==> config.mk <==
export PLATFORM = sky130hd
export DESIGN_NAME = psd_pattern_gen
export DESIGN_NICKNAME = d
export VERILOG_FILES = /design/src/rtl/psd_pattern_gen.sv
export SDC_FILE = /design/constraint.sdc
export NUM_CORES = 1
export LEC_CHECK = 0
export CAP_MARGIN = 20
export CELL_PAD_IN_SITES_DETAIL_PLACEMENT = 1
export CELL_PAD_IN_SITES_GLOBAL_PLACEMENT = 2
export CORE_UTILIZATION = 36
export CTS_CLUSTER_SIZE = 20
export DETAILED_ROUTE_END_ITERATION = 10
export PLACE_DENSITY = 0.89
export SLEW_MARGIN = 10
export SYNTH_ARGS = -nofsm -noshare
export SYNTH_HDL_FRONTEND = slang
export SYNTH_SLANG_ARGS = --single-unit
==> constraint.sdc <==
create_clock -name clk -period 5.7 [get_ports clk]
set_input_delay 1.14 -clock clk [delete_from_list [all_inputs] [get_ports clk]]
set_output_delay 1.14 -clock clk [all_outputs]
set_load 0.005 [all_outputs]
==> src/rtl/psd_pattern_gen.sv <==
// Programmable serial pattern transmitter: latches a pattern, repeat count and gap on start,
// then streams the pattern MSB-index-first with optional idle gaps between repetitions.
module psd_pattern_gen #(
    parameter int WIDTH = 5,
    parameter int CNT_W = 8,
    parameter int GAP_W = 4
) (
    input  logic               clk,
    input  logic               resetn,
    input  logic               start,
    input  logic [0:WIDTH-1]   init,
    input  logic [CNT_W-1:0]   reps,
    input  logic [GAP_W-1:0]   gap,
    input  logic               abort,
    output logic               dout,
    output logic               dout_valid,
    output logic               busy,
    output logic               done
);

    localparam int IDX_W = (WIDTH > 1) ? $clog2(WIDTH) : 1;
    localparam logic [IDX_W-1:0] LAST_IDX = IDX_W'(WIDTH - 1);

    typedef enum logic [1:0] {
        S_IDLE,
        S_SEND,
        S_GAP,
        S_DONE
    } state_t;

    state_t             state_q, state_d;
    logic [0:WIDTH-1]   pat_q, pat_d;
    logic [CNT_W-1:0]   reps_q, reps_d;
    logic [GAP_W-1:0]   gap_q, gap_d;
    logic [GAP_W-1:0]   gcnt_q, gcnt_d;
    logic [IDX_W-1:0]   idx_q, idx_d;
    logic               dout_q, dout_d;
    logic               valid_q, valid_d;
    logic               busy_q, busy_d;
    logic               done_q, done_d;

    always_ff @(posedge clk or negedge resetn) begin
        if (!resetn) begin
            state_q <= S_IDLE;
            pat_q   <= '0;
            reps_q  <= '0;
            gap_q   <= '0;
            gcnt_q  <= '0;
            idx_q   <= '0;
            dout_q  <= 1'b0;
            valid_q <= 1'b0;
            busy_q  <= 1'b0;
            done_q  <= 1'b0;
        end else begin
            state_q <= state_d;
            pat_q   <= pat_d;
            reps_q  <= reps_d;
            gap_q   <= gap_d;
            gcnt_q  <= gcnt_d;
            idx_q   <= idx_d;
            dout_q  <= dout_d;
            valid_q <= valid_d;
            busy_q  <= busy_d;
            done_q  <= done_d;
        end
    end

    always_comb begin
        state_d = state_q;
        pat_d   = pat_q;
        reps_d  = reps_q;
        gap_d   = gap_q;
        gcnt_d  = gcnt_q;
        idx_d   = idx_q;

        case (state_q)
            S_IDLE: begin
                if (start && !abort && (reps != '0)) begin
                    state_d = S_SEND;
                    pat_d   = init;
                    reps_d  = reps;
                    gap_d   = gap;
                    idx_d   = '0;
                end
            end
            S_SEND: begin
                if (abort) begin
                    state_d = S_IDLE;
                end else if (idx_q == LAST_IDX) begin
                    // reps_q holds the repetitions still owed, including the current one
                    idx_d = '0;
                    if (reps_q == CNT_W'(1)) begin
                        state_d = S_DONE;
                    end else begin
                        reps_d = reps_q - CNT_W'(1);
                        if (gap_q != '0) begin
                            state_d = S_GAP;
                            gcnt_d  = gap_q;
                        end
                    end
                end else begin
                    idx_d = idx_q + IDX_W'(1);
                end
            end
            S_GAP: begin
                if (abort) begin
                    state_d = S_IDLE;
                end else if (gcnt_q == GAP_W'(1)) begin
                    state_d = S_SEND;
                    idx_d   = '0;
                end else begin
                    gcnt_d = gcnt_q - GAP_W'(1);
                end
            end
            S_DONE: begin
                state_d = S_IDLE;
            end
            default: begin
                state_d = S_IDLE;
            end
        endcase

        // Outputs are registered: derive them from the state being entered
        valid_d = (state_d == S_SEND);
        dout_d  = valid_d & pat_d[idx_d];
        busy_d  = (state_d == S_SEND) || (state_d == S_GAP);
        done_d  = (state_d == S_DONE);
    end

    assign dout       = dout_q;
    assign dout_valid = valid_q;
    assign busy       = busy_q;
    assign done       = done_q;

endmodule

Word level (Yosys, flattened, before mapping) --
Cells that the tools add are included.
Word-level totals: register bits after elaboration 30, latch bits 0, RAM bits 0, memory bits (read-only) 0, input bits 21, output and inout bits 4, word-level logic and storage cells 75, memories kept 0
Operators by class: add/subtract/negate cells 3, multiply operators 0, divide/modulo/power cells 0, magnitude comparators 1, equal/unequal tests 16, shift-type cells 0, mux-type cells 31, bitwise logic cells 2, reductions and logical operators 12
Operators with widths (count):
- $mux W8 | 4
- $mux W4 | 6
- $pmux W8 S2 | 1
- $mux W3 | 5
- $mux W2 | 7
- $ne A2 B2 Y1 const B | 7
- $mux W5 | 2
- $pmux W3 S3 | 1
- $eq A2 B2 Y1 const B | 4
- $eq A8 B1 Y1 const B | 1
- $pmux W2 S4 | 1
- $pmux W4 S2 | 1
- $reduce_bool A8 Y1 | 1
- $sub A8 B1 Y8 const B | 1
- $reduce_and A7 Y1 | 1
- $reduce_and A5 Y1 | 1
- $eq A2 B1 Y1 const B | 2
- $eq A4 B1 Y1 const B | 1
- $ge A4 B4 Y1 const B | 1
- $not A3 Y4 | 1
- $reduce_bool A2 Y1 | 2
- $reduce_bool A4 Y1 | 1
- $sub A4 B1 Y4 const B | 1
- $add A3 B1 Y3 const B | 1
- 9 further kinds | 11

Longest topological paths before layout --
word-level depth 10, gate-level depth with buffers 12, mapped depth without buffers 12

Worst setup path after synthesis --
No wires, ideal clock.
path kind input to register, from input port reps[4], to register dout_q, in the netlist dout, setup time 0.125 ns, arrival time 2.635 ns, data required time 5.575 ns, setup slack 2.941 ns, cell stages on the path 7, buffers on the path 0, cells stage by stage or4_4 > o211ai_4 > o21ai_0 > ha_1 > nand2_1 > nand4bb_1 > nand3_1
Between the ends: elaborated cells between the ends (all ways) 14, classes of those cells eq/ne: 1; mux: 9; bitwise: 2; reduce/logical: 2
RTL lines:
- from (decl) | RTL line 12 | input logic [CNT_W-1:0] reps,
- $reduce_bool A8 Y1 | RTL line 78 | if (start && !abort && (reps != '0)) begin
- $logic_and A1 B1 Y1 | RTL line 78
- $mux W2 | RTL line 78
- $pmux W2 S4 | RTL line 76 | case (state_q)
- net state_d[0] | RTL line 31 | state_t state_q, state_d;
- $eq A2 B1 Y1 | RTL line 124 | valid_d = (state_d == S_SEND);
- net valid_d | RTL line 38 | logic valid_q, valid_d;
- $and A1 B1 Y1 | RTL line 125 | dout_d = valid_d & pat_d[idx_d];
- net dout_d | RTL line 37 | logic dout_q, dout_d;
- to (signal assigned) | RTL line 61 | dout_q <= dout_d;
- to (decl) | RTL line 37
The timed path passes the listed nets, and every way through them passes these cells. The select of a mux whose other input is x is not followed. A chain may end at the register's enable or synchronous reset.

Worst setup path in the final report --
from input port abort, to register dout_q, in the netlist dout
Between the ends: cells in the longest elaborated chain, start to end 10, elaborated cells between the ends (all ways) 19, classes of those cells eq/ne: 1; mux: 13; bitwise: 2; reduce/logical: 3
Ends and longest elaborated chain:
- from (decl) | RTL line 14 | input logic abort,
- $logic_not A1 Y1 | RTL line 78
- $logic_and A1 B1 Y1 (2 in series) | RTL line 78
- $mux W3 | RTL line 78
- $pmux W3 S3 * | RTL line 76
- net idx_d[2] | RTL line 36 | logic [IDX_W-1:0] idx_q, idx_d;
- $not A3 Y4 (implied by the code) * | RTL line 125
- $bmux W1 S3 * | RTL line 125
- $mux W1 (implied by the code) * (2 in series) | RTL line 125
- $and A1 B1 Y1 * | RTL line 125
- net dout_d | RTL line 37
Mark *: on every way through the listed nets, which the timed path passes. The rest lies on a longest branch. The select of a mux whose other input is x is not followed.

==> results by group <==
Yosys
  – Avg Inst Size Synth: 9.15 um^2
  – Mapped Area: 1760 um^2
  – Post-synthesis net count: 221
  – Seq/Total Area, Yosys: 42.7%
  – EDFF count, synth: 0
  – Synth Flop Type: dfrtp_1
  – Synth warn: 0
  – Library cells used by synthesis: 47
  – Cells after Synth: 192
  – Asr flop ratio synth: 100%
  – Register bit total from synthesis: 30

Place
  – Routability Congestion: 0.817
  – HPWL after DPL: 3.39 mm
  – Port bufs: 24

Critical path
  – Worst setup SP type: input port
  – Crit path capture type: register
  – R2R cell count: 7
  – WP data arrival: 3.76 ns
  – Crit path kind: in -> reg
  – R2R setup slack: 2.75 ns
  – CP max FO: 14
  – Worst Path Required: 5.92 ns
  – FF-to-FF Start: reps_q[5]
  – RR Endpoint: dout

Route
  – Initial DRC Count: 104
  – Vias/cell: 5.32
  – First-pass iteration count of the detailed router: 4
  – ANT nets after route: 0
  – Routed wire length: 4.50 mm
  – DRC Markers: 0
  – DR vias: 1526
  – Wirelength per Cell: 15.7 um

Hold path
  – Hold Crit Start: pat_q[4]
  – Min-Delay Endpoint: pat_q[4]
  – Worst min path class: reg -> reg
  – Worst hold stages: 1

Die
  – Die Ht: 71.9 um
  – IO Pins: 25
  – Core footprint: 4720 um^2
  – Row cnt: 25
  – Die ar.: 5160 um^2
  – Die W: 71.9 um
  – Starting Density: 37.2%

Timing
  – Final Hold Fails: 0
  – Worst Tran Pin Value: 0.816 ns
  – Maximum clock frequency: 282 MHz
  – Tcrit/Tclk final: 62.2%
  – TNS Setup: 0 ns
  – Final worst clock skew: 0.0119 ns
  – Final setup vio count: 0
  – Final Max Slew Viols: 0
  – Max_slew headroom: 45.1%
  – Post-layout min period: 3.54 ns
  – RSZ-0062 raised after global routing: no

Global route
  – Met3 usage: 4.22%
  – First-pass GRT wire length: 7.75 mm
  – GR Util met1: 25.2%
  – Initial antenna violation count: 0
  – GRT Max-Usage Layer: met2
  – GR Util All Layers: 19.8%
  – Number of global-route vias before repair: 1570
  – Largest net degree at the start of global routing: 31
  – GR Overflow Total: 0
  – Met2 Use GR: 34.2%

Power
  – Lkg Pwr: 0.954 nW
  – Worst vdd ir: 0.000179 V
  – Power per cell area: 350 nW/um^2
  – Pwr Total: 0.000776 W

Clocking
  – Setup bufs post-CTS: 0
  – # hold bufs at CTS: 0
  – Clk buf depth: 2
  – Total CTS buffers: 5
  – Worst-Skew Late Latency: 0.29 ns
  – CTS Sinks: 30
  – H-tree depth: 2
  – Clock-pin slew on the worst setup and hold paths: 0.06 ns
  – Root Buffer: clkbuf_8
  – CTS resizes: 0
  – CTS tree: built

Final layout
  – Area delta synth->final: 26.1%
  – Antenna cells: 0
  – Most frequent cells in the layout: 30 x nand2_1, 30 x dfrtp_1, 24 x clkdlybuf4s50_1
  – Final nets: 248
  – Share of cells above drive strength 1: 11.4%

Run
  – Max-cap check violation count: 0

Status
  – Status: finished clean
worst max-delay path, cell delays in order:
cell,delay [ns]
clkdlybuf4s50_1,0.67
nor2b_1,0.39
o21ai_2,0.13
nor3_2,0.34
buf_4,0.24
o21ai_0,0.21
or4b_1,0.56
nand3_1,0.08
worst max-delay path by stage:
stage,slack [ns],start,cells after the start,end
after detailed placement,1.91,abort,8,dout
after floorplan,2.94,reps[4],7,dout
after global placement,2.05,abort,8,dout
final,2.16,abort,8,dout
after CTS,2.16,abort,8,dout
after global routing,1.95,abort,8,dout
registers in the layout, summed over array words and instances, names as in the netlist:
| name | flops |
|---|---|
| reps_q | 8 |
| pat_q | 5 |
| gap_q | 4 |
| gcnt_q | 4 |
| idx_q | 3 |
| state_q | 2 |
| busy | 1 |
| done | 1 |
| dout | 1 |
| dout_valid | 1 |
report_power, final:
part,switching [W],internal (W)
Combinational,0.000107,0.0000913
Sequential,0.0000455,0.000262
Clock,0.0000837,0.000186
Total,0.000236,0.000539
cells by family (layout without fill, tap and decap cells):
group                      count (synthesis)  count (layout)  synth area share, %
buffers and inverters                     17              45                 3.70
adders and majority gates                  8               8                 5.70
AOI/OAI and AO/OA                         53              53                 21.7
muxes                                      5               5                 3.13
DFF                                       30              30                 42.7
and+or+nand+nor                           79              79                 23.0
area by class of cell:
cell class	count	area [um^2]
fill	556	2510
multi-input combinational	145	941
inverter	11	41.3
timing repair buffer	26	255
clock buffer	6	82.6
clock inverter	2	60.1
tap	67	83.8
sequential	30	751
metrics by stage:
step / utilization (%) / cells / hold WS (ns) / worst slack [ns] / area, um^2
after floorplan: - / 192 / 0.468 / 2.94 / 1760
after global placement: 43.9 / 279 / 0.487 / 2.05 / 2070
after detailed placement: 43.9 / 279 / 0.497 / 1.91 / 2070
after CTS: 46.9 / 287 / 0.511 / 2.16 / 2210
after global routing: 46.9 / 287 / 0.531 / 1.95 / 2210
final: 46.9 / 287 / 0.505 / 2.16 / 2210
synthesized netlist by cell type (2+ instances only):
cell       n  area [um^2]
a21oi_1   10         50.1
a22oi_1    3         22.5
a31oi_1    4         25.0
and2_1     3         18.8
clkbuf_1   5         18.8
dfrtp_1   30          751
ha_1       8          100
inv_1     11         41.3
mux2_2     4         45.0
nand2_1   30          113
nand2b_1   3         18.8
nand3_1    3         15.0
nor2_1    19         71.3
nor2b_1    2         12.5
nor3_1     2         10.0
nor4_1     3         18.8
o211a_1    2         20.0
o21ai_0   17         85.1
o22a_1     2         17.5
or3_1      2         12.5
or3b_4     2         22.5
or4_4      2         22.5
metal layers:
layer | part of all wire [%] | vias up
met3 | 2.2 | 7
met5 | 0 | -
met2 | 51 | 15
li1 | - | 743
met4 | 1.1 | 0
met1 | 46 | 761
Power figures use the tool's default switching activity.
